**src/rtl/id_issue_fifo.sv**
```systemverilog
`default_nettype none
// ============================================================================
// id_issue_fifo : in-order ID -> ROB decoupling buffer, valid/ready on both
//                 sides, synchronous flush and asynchronous reset.
// Revision 1.0
// ============================================================================
module id_issue_fifo #(
   parameter int DEPTH   = 4,
   parameter int OPGEN_W = 6,
   parameter int ADDR_W  = 32,
   parameter int REG_W   = 5
) (
   input  logic                     clk,
   input  logic                     rst,
   input  logic                     flush,
   input  logic                     id_valid,
   output logic                     id_ready,
   input  logic [ADDR_W-1:0]        id_pc,
   input  logic [OPGEN_W-1:0]       id_opgen,
   input  logic [REG_W-1:0]         id_rs,
   input  logic [REG_W-1:0]         id_rt,
   input  logic [REG_W-1:0]         id_dst,
   input  logic                     id_dst_en,
   input  logic [ADDR_W-1:0]        id_imm,
   output logic                     rob_valid,
   input  logic                     rob_ready,
   output logic [ADDR_W-1:0]        rob_pc,
   output logic [OPGEN_W-1:0]       rob_opgen,
   output logic [REG_W-1:0]         rob_rs,
   output logic [REG_W-1:0]         rob_rt,
   output logic [REG_W-1:0]         rob_dst,
   output logic                     rob_dst_en,
   output logic [ADDR_W-1:0]        rob_imm,
   output logic [$clog2(DEPTH):0]   count
);

   localparam int             PTR_W  = $clog2(DEPTH);
   localparam int             ENT_W  = 2*ADDR_W + OPGEN_W + 3*REG_W + 1;
   localparam logic [PTR_W:0] C_FULL = (PTR_W+1)'(DEPTH);

   logic [PTR_W-1:0] wp_q, wp_d;
   logic [PTR_W-1:0] rp_q, rp_d;
   logic [PTR_W:0]   count_q, count_d;
   logic [ENT_W-1:0] mem_q [DEPTH];
   logic [ENT_W-1:0] mem_d [DEPTH];

   logic             push;
   logic             pop;
   logic [ENT_W-1:0] wr_entry;
   logic [ENT_W-1:0] head;

   // Handshakes look only at registered occupancy, so a pop never frees a
   // slot for a push in the same cycle.
   assign id_ready  = (count_q != C_FULL);
   assign rob_valid = (count_q != '0);
   assign push      = id_valid & id_ready;
   assign pop       = rob_valid & rob_ready;
   assign count     = count_q;

   assign wr_entry = {id_pc, id_opgen, id_rs, id_rt, id_dst, id_dst_en, id_imm};
   assign head     = rob_valid ? mem_q[rp_q] : '0;
   assign {rob_pc, rob_opgen, rob_rs, rob_rt, rob_dst, rob_dst_en, rob_imm} = head;

   always_comb begin
      wp_d    = wp_q;
      rp_d    = rp_q;
      count_d = count_q;
      mem_d   = mem_q;
      if (flush) begin
         wp_d    = '0;
         rp_d    = '0;
         count_d = '0;
      end else begin
         if (push) begin
            mem_d[wp_q] = wr_entry;
            wp_d        = wp_q + PTR_W'(1);
         end
         if (pop) begin
            rp_d = rp_q + PTR_W'(1);
         end
         case ({push, pop})
            2'b10:   count_d = count_q + (PTR_W+1)'(1);
            2'b01:   count_d = count_q - (PTR_W+1)'(1);
            default: count_d = count_q;
         endcase
      end
   end

   always_ff @(posedge clk or posedge rst) begin
      if (rst) begin
         wp_q    <= '0;
         rp_q    <= '0;
         count_q <= '0;
      end else begin
         wp_q    <= wp_d;
         rp_q    <= rp_d;
         count_q <= count_d;
      end
   end

   for (genvar gi = 0; gi < DEPTH; gi++) begin : g_entry
      always_ff @(posedge clk or posedge rst) begin
         if (rst) begin
            mem_q[gi] <= '0;
         end else begin
            mem_q[gi] <= mem_d[gi];
         end
      end
   end

endmodule
`default_nettype wire
```
**config.mk**
```make
export PLATFORM = sky130hd
export DESIGN_NAME = id_issue_fifo
export DESIGN_NICKNAME = d
export VERILOG_FILES = /design/src/rtl/id_issue_fifo.sv
export SDC_FILE = /design/constraint.sdc
export NUM_CORES = 1
export LEC_CHECK = 0
export ABC_CLOCK_PERIOD_IN_PS = 13700
export CAP_MARGIN = 20
export CORE_AREA = 4 4 177 179
export DETAILED_ROUTE_END_ITERATION = 8
export DIE_AREA = 0 0 181 183
export PLACE_DENSITY_LB_ADDON = 0.08
export SETUP_SLACK_MARGIN = 0.1
export SLEW_MARGIN = 20
export SYNTH_ARGS = -nofsm -noshare
export SYNTH_HDL_FRONTEND = slang
export SYNTH_SLANG_ARGS = --single-unit
```
**constraint.sdc**
```tcl
create_clock -name clk -period 13.7 [get_ports clk]
set_input_delay 1.37 -clock clk [delete_from_list [all_inputs] [get_ports clk]]
set_output_delay 1.37 -clock clk [all_outputs]
set_load 0.01 [all_outputs]
```
Word level (Yosys, flattened, before mapping)

Index checks and enable logic that the tools add are counted.

Flip-flop bits (word level): 351
Bits in latches: 0
RAM bits: 0
Bits in read-only memories: 0
Memories: 0

Add/subtract/negate cells: 4
$mul: 0
Divide/modulo/power cells: 0
Order comparisons: 3
Eq/ne operators: 3
Shift operators: 0
Multiplexer cells: 13
Bitwise gates (word level): 5
Reduce and logical (&&, ||, !) cells: 6

Operator list:

| cell                                                                  | number |
|---|---|
| 344-bit bitwise mux                                                   | 1 |
| 86-bit two-way mux                                                    | 4 |
| 86-bit binary-select mux with 2-bit select                            | 1 |
| 86-bit demux with 2-bit select                                        | 1 |
| 2-bit two-way mux                                                     | 4 |
| 3-bit greater-or-equal comparator (second input constant)             | 2 |
| 2-bit inverter with 3-bit output                                      | 2 |
| 3-bit case mux with 2 select lines                                    | 1 |
| 3-bit nonzero test                                                    | 2 |
| 2-bit by 1-bit adder with 2-bit output (second input constant)        | 2 |
| 2-bit nonzero test                                                    | 2 |
| 3-bit by 1-bit adder with 3-bit output (second input constant)        | 1 |
| 3-bit by 1-bit < comparator with 1-bit output (second input constant) | 1 |
| 3-bit two-way mux                                                     | 1 |
| 3-bit inequality test (second input constant)                         | 1 |
| 3-bit by 1-bit subtractor with 3-bit output (second input constant)   | 1 |
| 1-bit bitwise AND                                                     | 2 |
| 2-bit by 1-bit == test with 1-bit output (second input constant)      | 1 |
| 2-bit == test (second input constant)                                 | 1 |
| 2-bit AND reduction                                                   | 1 |
| 1-bit logical AND                                                     | 1 |
| 1-bit inverter                                                        | 1 |

Longest topological paths before layout

Gate-level depths: netlist (run 1).

Depth after elaboration: 6
Depth in mapped cells: 8
Depth with buffers taken out: 6

Worst setup path after synthesis (run 1)

No wires, ideal clock.

Path type: register to output
From: register rp_q[1]
To: output rob_imm[10]
Arrival time: 1.717 ns
Slack: 10.613 ns
Stages on the path, launching flop included: 5
Cells stage by stage: dfrtp_1 buf_2 buf_1 mux4_2 and2_1

Longest elaborated chain between the ends: 5

RTL lines:

| element                                                | RTL line | RTL |
|---|---|---|
| start: declaration                                     | 42       | `logic [PTR_W-1:0] rp_q, rp_d;` |
| start signal: assignment                               | 96       | `rp_q <= rp_d;` |
| 2-bit inverter with 3-bit output (implied by the code) | 61       | `assign head = rob_valid ? mem_q[rp_q] : '0;` |
| 86-bit binary-select mux with 2-bit select             | 61       |  |
| 86-bit two-way mux (implied by the code) (2 in series) | 61       |  |
| 86-bit two-way mux                                     | 61       |  |
| end: declaration                                       | 33       | `output logic [ADDR_W-1:0] rob_imm,` |

Every way passes these cells. The select of a mux whose other input is x is not followed.

Final worst setup path (run 1)

From: register rp_q[0]
To: output rob_pc[0]

Longest elaborated chain between the ends: 5

RTL lines:

| element                                                | RTL line | RTL |
|---|---|---|
| 2-bit inverter with 3-bit output (implied by the code) | 61       |  |
| 86-bit binary-select mux with 2-bit select             | 61       |  |
| 86-bit two-way mux (implied by the code) (2 in series) | 61       |  |
| 86-bit two-way mux                                     | 61       |  |
| end: declaration                                       | 27       | `output logic [ADDR_W-1:0] rob_pc,` |

Every way passes these cells. The select of a mux whose other input is x is not followed.

==> results of run 1 <==
## layout make-up
| type | count | share of cell area |
|---|---|---|
| clock buffer | 55 | 0.05768 |
| tap | 390 | 0.02472 |
| sequential | 351 | 0.4453 |
| clock inverter | 12 | 0.004310 |
| multi-input combinational | 567 | 0.3720 |
| inverter | 3 | 0.0009507 |
| timing repair buffer | 188 | 0.09507 |
## worst register-to-register path: stages (launching register included)
cell and delay [ps]:
dfrtp_1 500, or3_2 860, buf_4 480, and3_1 280, fa_1 400, nand2_1 90, o221ai_1 120, a31oi_1 180
## through the flow
stage / cell area [µm²] / power, mW
after floorplan: 16800 / 2.416
after global placement: 18500 / 2.742
after detailed placement: 18500 / 2.777
after CTS: 19720 / 3.797
after global routing: 19740 / 3.959
final: 19740 / 3.753
## sequential cells by signal, summed over array words and instances (netlist names)
| register | flops |
|---|---|
| wp_q | 2 |
| mem_q | 344 |
| rp_q | 2 |
| count | 3 |
## kinds of logic (layout without fill, tap and decap cells)
| logic type | Yosys count | after routing | synth area share |
|---|---|---|---|
| muxes | 430 | 430 | 0.3816 |
| DFF | 351 | 351 | 0.5228 |
| and+or+nand+nor | 118 | 118 | 0.04535 |
| buffers and inverters | 73 | 258 | 0.04021 |
| AOI/OAI and AO/OA | 10 | 10 | 0.003799 |
| adders and majority gates | 5 | 5 | 0.004171 |
| xor gates and xnor gates | 4 | 4 | 0.002086 |
## cells in the mapped netlist, types with 2 or more instances
cell | instances | area share
dfrtp_1 | 351 | 0.52
mux2_2 | 184 | 0.12
mux2_4 | 160 | 0.14
and2_1 | 86 | 0.032
mux4_2 | 86 | 0.12
buf_12 | 20 | 0.024
buf_4 | 16 | 0.0071
clkbuf_1 | 16 | 0.0036
buf_1 | 10 | 0.0022
nor2_1 | 8 | 0.0018
buf_2 | 7 | 0.0021
nand2_1 | 6 | 0.0013
nand3_1 | 5 | 0.0015
ha_1 | 4 | 0.0030
nand2_8 | 4 | 0.0048
inv_1 | 3 | 0.00067
o21ai_0 | 3 | 0.00089
a21oi_1 | 2 | 0.00060
or3_1 | 2 | 0.00074
xnor2_1 | 2 | 0.0010
xor2_1 | 2 | 0.0010
## placed cells by master, fill, tap and decap left out, types with 8 or more instances in the layout
cell type	n
clkbuf_16	41
mux4_2	86
clkbuf_1	8
and2_1	86
nor2_1	8
dfrtp_1	349
clkdlybuf4s50_1	181
mux2_4	160
mux2_2	184
clkinv_2	11
## path summary, 6_finish.rpt
check | to | slack [ps] | cells past startpoint
setup / recovery | rob_pc[0] | 8750 | 4
hold / removal | mem_q[171] | 500 | 1
max in group asynchronous | rp_q[0] | 9980 | 5
hold reg to reg | mem_q[171] | 500 | 1
min in group asynchronous | mem_q[249] | 1410 | 2
setup reg to reg | count[2] | 10700 | 7
## routing by layer
metal,share of wire,routed length (µm),vias up
met3,0.048,1618,49
met5,0,0,-
met1,0.46,15610,4786
li1,-,-,3926
met2,0.48,16150,172
met4,0.015,520,0
## report_power, final
group          internal, mW  switching, mW
registers              1.42          0.217
logic                 0.769          0.345
clock network         0.595          0.404
==> metrics.md, run 1 <==
| Metric | Value |
|---|---|
| Worst path max stage delay | 1060 ps |
| Slew @ Worst Pin | 987.4 ps |
| Overflow after GRT | 0 |
| Placed Cells | 1498 |
| # clock sinks | 351 |
| Initial antenna violation count | 0 |
| Footprint of the multi-input gates | 0.007343 mm² |
| Antenna viol nets, final | 0 |
| NumNets Final | 1246 |
| Met2 Use GR | 0.3352 |
| Dpl hpwl | 18.62 mm |
| Min Tclk post-route | 4954 ps |
| Ys flop type | dfrtp_1 |
| CP Launch Point | rp_q[0] |
| Pre-antenna DRT Iters | 4 |
| Root Driver | clkbuf_16 |
| EDFF count, synth | 0 |
| Worst Path Arrival | roughly 3600 ps |
| Post-cts resize count | 0 |
| RD Place Congestion | 0.7219 |
| Met1 Use GR | 0.3014 |
| Routed Wire Length | 33.90 mm |
| Clock slew at reported path FFs | about 60 ps |
| Crit path max fanout | 54 |
| # diodes | 0 |
| Max-cap violations | 0 |
| Largest net degree at the start of global routing | between 100 and 150 |
| Dpl ws | 8999 ps |
| Pleak | roughly 9 nW |
| Worst skew pair latency | just over 500 ps |
| Area of the die | 0.03312 mm² |
| Final core utilization | 0.6679 |
| Max clock buf depth | 3 |
| Met3 usage | 0.04463 |
| Top-level I/O count | 182 |
| YS warnings | 0 |
| Area growth, synth to finish | 17.50% |
| Worst EP required | ~12000 ps |
| CP endpoint kind | output pin |
| CP Launch Type | flip-flop |
| Worst setup margin | 8746 ps |
| Crit-path cells | buf_4 -> mux4_2 -> and2_1 -> clkdlybuf4s50_1 |
| First-pass GRT wire length | approximately 56 mm |
| Syn avg cell area | 16.95 µm² |
| Setup-failing EPs final | 0 |
| Final Hold Vio Count | 0 |
| Sequential cell area fraction in the yosys report | 0.5228 |
| Synthesized flop and latch total | roughly 350 |
| Fill count | 2099 |
| Port Buf Inserts | 181 |
| CP top delay family | buffers and inverters |
| DR vias | 8933 |
| DRC Markers | 0 |
| Clk_skew | 12.00 ps |
| Worst path slowest cell | dfrtp_4 |
| Vias per cell | 5.704 |
| Post-CTS Setup Repair Bufs | 0 |
| Post-synthesis cell count | between 900 and 1000 |
| Vias in the first global route | 9906 |
| Clock tree from TritonCTS | done |
| Synth unique cells | 35 |
| Sequential cell area | 0.008791 mm² |
| Critical path class | reg2out |
| Pwr dens | 190.1 mW/mm² |
| Worst min path class | reg2reg |
| Initial core utilization | 0.5684 |
| Hold-fix buffers, CTS | 0 |
| Share of cells above drive strength 1 | 0.4303 |
| Busiest grt layer | met2 |
| GRT Total Usage | 0.2084 |
| Hold WS | ~500 ps |
| Initial drt markers | ~460 |
| FMAX | 0.2018 GHz |
| Post-route setup TNS | 0 ps |
| Placeable Area | 0.02956 mm² |
| Die Height | 183 µm |
| CTS buffer count | 39 |
| Fin cells | 1566 |
| Hold Startpoint | mem_q[171] |
| Max-slew headroom | 0.3417 |
| Wire per inst | 21.65 µm |
| Worst r2r src | count[0] |
| Rows | between 60 and 70 |
| Unrepaired setup endpoints after global routing | no |
| Synth Cell Area | about 0.017 mm² |
| Die X | 181 µm |
| Synth async-reset ratio | 1.000 |
| Htree depth | 2 |
| Outcome | completed |
| Slew Viols, Final | 0 |
| Buffer and inverter count on the worst path | 2 |
| Net count after synthesis | approximately 1100 |
| Tcrit/Tclk final | 0.3616 |
| Maximum vdd drop | between 0.1 and 0.15 mV |
No activity file was read; power rests on OpenSTA's default activity.
==> run 2: changes to the inputs <==
--- a/config.mk
+++ b/config.mk
@@ -5,11 +5,11 @@
 export SDC_FILE = /design/constraint.sdc
 export NUM_CORES = 1
 export LEC_CHECK = 0
-export ABC_CLOCK_PERIOD_IN_PS = 13700
+export ABC_CLOCK_PERIOD_IN_PS = 4450
 export CAP_MARGIN = 20
-export CORE_AREA = 4 4 177 179
+export CORE_AREA = 4 4 187 189
 export DETAILED_ROUTE_END_ITERATION = 8
-export DIE_AREA = 0 0 181 183
+export DIE_AREA = 0 0 191 193
 export PLACE_DENSITY_LB_ADDON = 0.08
 export SETUP_SLACK_MARGIN = 0.1
 export SLEW_MARGIN = 20
==> constraint.sdc (replaced) <==
create_clock -name clk -period 4.45 [get_ports clk]
set_input_delay 0.445 -clock clk [delete_from_list [all_inputs] [get_ports clk]]
set_output_delay 0.445 -clock clk [all_outputs]
set_load 0.01 [all_outputs]
==> run 2 against run 1 <==
  * Routed wire length grew 1.9%
  * Critical endpoint is now rob_imm[31]
  * Register-to-register slack lost 9000 ps
  * Critical path type unchanged
  * Largest power group unchanged
  * Via count shrank 0.38%
  * Count of clock-buffer cells in the layout grew 4
  * Total power grew to 3.1 times the previous value
  * Global-route usage shrank 1.8 points
==> metrics.md, run 2 (same netlist as run 1, synthesis figures left out) <==
| Metric | Value |
|---|---|
| Outcome | completed |
| Pwr dens | 581.3 mW/mm² |
| Root Driver | clkbuf_16 |
| CTS buffer count | 39 |
| Clk_skew | 8.967 ps |
| Top-level I/O count | 182 |
| Critical path class | reg2out |
| Crit-path cells | buf_4 -> mux4_2 -> and2_1 -> clkdlybuf4s50_1 |
| Antenna viol nets, final | 0 |
| Worst EP required | 4010 ps |
| Worst Path Arrival | 2980 ps |
| CP top delay family | buffers and inverters |
| Max FFs per register | approximately 340 |
| Worst path slowest cell | dfrtp_4 |
| Port Buf Inserts | 181 |
| Overflow after GRT | 0 |
| Worst min path class | in2async |
| Wire per inst | 21.18 µm |
| Slew Viols, Final | 0 |
| R2R setup slack | 1650 ps |
| Pleak | between 9 and 10 nW |
| Area of the die | 0.03686 mm² |
| Die Height | 193 µm |
| Routed Wire Length | 34.53 mm |
| Slew @ Worst Pin | slightly below 1000 ps |
| Share of cells above drive strength 1 | 0.4327 |
| Clock tree from TritonCTS | done |
| Worst skew pair latency | 520 ps |
| Post-cts resize count | 0 |
| Placeable Area | 0.03328 mm² |
| Dpl hpwl | a little under 20 mm |
| Unrepaired setup endpoints after global routing | no |
| RD Place Congestion | slightly above 0.7 |
| Final core utilization | 0.5991 |
| Worst path max stage delay | 860 ps |
| FMAX | roughly 0.3 GHz |
| First-pass GRT wire length | 55.68 mm |
| Pre-antenna DRT Iters | 4 |
| Max-slew headroom | 0.3421 |
| # clock sinks | 351 |
| Final Hold Vio Count | 0 |
| Area growth, synth to finish | 18.67% |
| Dpl ws | between 1000 and 1500 ps |
| Hold-fix buffers, CTS | 0 |
| Top reg by flops | mem_q |
| Worst r2r src | count[2] |
| Fill count | 2561 |
| Initial core utilization | 0.5048 |
| Clock slew at reported path FFs | 60 ps |
| Initial drt markers | 357 |
| CP Launch Point | rp_q[1] |
| DRC Markers | 0 |
| Htree depth | 2 |
| Crit path max fanout | 33 |
| Largest net degree at the start of global routing | 100 |
| Max-cap violations | 0 |
| Vias in the first global route | 9774 |
| Setup-failing EPs final | 0 |
| Die X | between 150 and 200 µm |
| Rows | 67 |
| CP endpoint kind | output pin |
| Initial antenna violation count | 2 |
| Max clock buf depth | 3 |
| Commonest non-fill, non-tap cell in the layout | dfrtp_1 |
| Worst setup margin | 1021 ps |
| CP Launch Type | flip-flop |
| Tcrit/Tclk final | 0.7705 |
| Maximum vdd drop | 0.3067 mV |
| Min Tclk post-route | about 3400 ps |
| Buffer and inverter count on the worst path | 2 |
| Post-CTS Setup Repair Bufs | 0 |
| Vias per cell | about 5.5 |
| GRT Total Usage | 0.1902 |
| Most frequent cells in the layout | dfrtp_1, mux2_2, clkdlybuf4s50_1 |
| DR vias | 8899 |
| NumNets Final | 1252 |
-- run 2: final timing paths --
check	endpoint	cells after the start
min	mem_q[110]	2
min reg2reg	mem_q[55]	1
max in group asynchronous	rp_q[0]	3
min in group clk	mem_q[55]	1
max	rob_imm[31]	4
max reg2reg	mem_q[286]	4
-- run 2: power breakdown --
group	leakage, nW	switching (mW)	internal (mW)
combinational	4.01	1.09	2.40
sequential	4.39	0.639	4.38
clock	0.614	1.24	1.84
total	9.01	2.97	8.62
-- run 2: worst reg2reg max path: stages, from the launching register on --
cell and delay [ps]:
dfrtp_1 470, or3b_4 300, and3b_1 630, nand2_8 660
mux2_4 620
-- run 2: routing by layer --
| layer | global-route usage | up-vias | share of wire |
|---|---|---|---|
| met2 | 0.3091 | 159 | 0.48 |
| li1 | - | 3940 | - |
| met3 | 0.03799 | 42 | 0.046 |
| met4 | 0.04144 | 2 | 0.013 |
| met1 | 0.2702 | 4756 | 0.46 |
| met5 | 0 | - | 0.00038 |
-- run 2: stage by stage --
step / power, mW / hold slack [ps] / TNS, ps / cells / area [µm²]
2_1_floorplan: 7.441 / 473.8 / -244080 / 991 / 16800
4_1_cts: 11.75 / 231.9 / 0 / 1629 / 19940
3_3_place_gp: 8.498 / 481.9 / 0 / 1563 / 18710
5_1_grt: 12.23 / 242.9 / 0 / 1630 / 19940
6_report: 11.59 / 247.7 / 0 / 1630 / 19940
3_5_place_dp: 8.595 / 487.0 / 0 / 1563 / 18710
-- run 2: cell type report --
| class | count | area [µm²] | share of cell area |
|---|---|---|---|
| repair buffers | 194 | 1997 | 0.1002 |
| multi-input cells | 567 | 7343 | 0.3683 |
| inverters | 3 | 15.01 | 0.0007531 |
| well taps | 448 | 560.5 | 0.02811 |
| clock buffers | 59 | 1194 | 0.05987 |
| diodes | 1 | 2.502 | 0.0001255 |
| flip-flops and latches | 351 | 8791 | 0.4409 |
| clock inverters | 7 | 35.03 | 0.001757 |
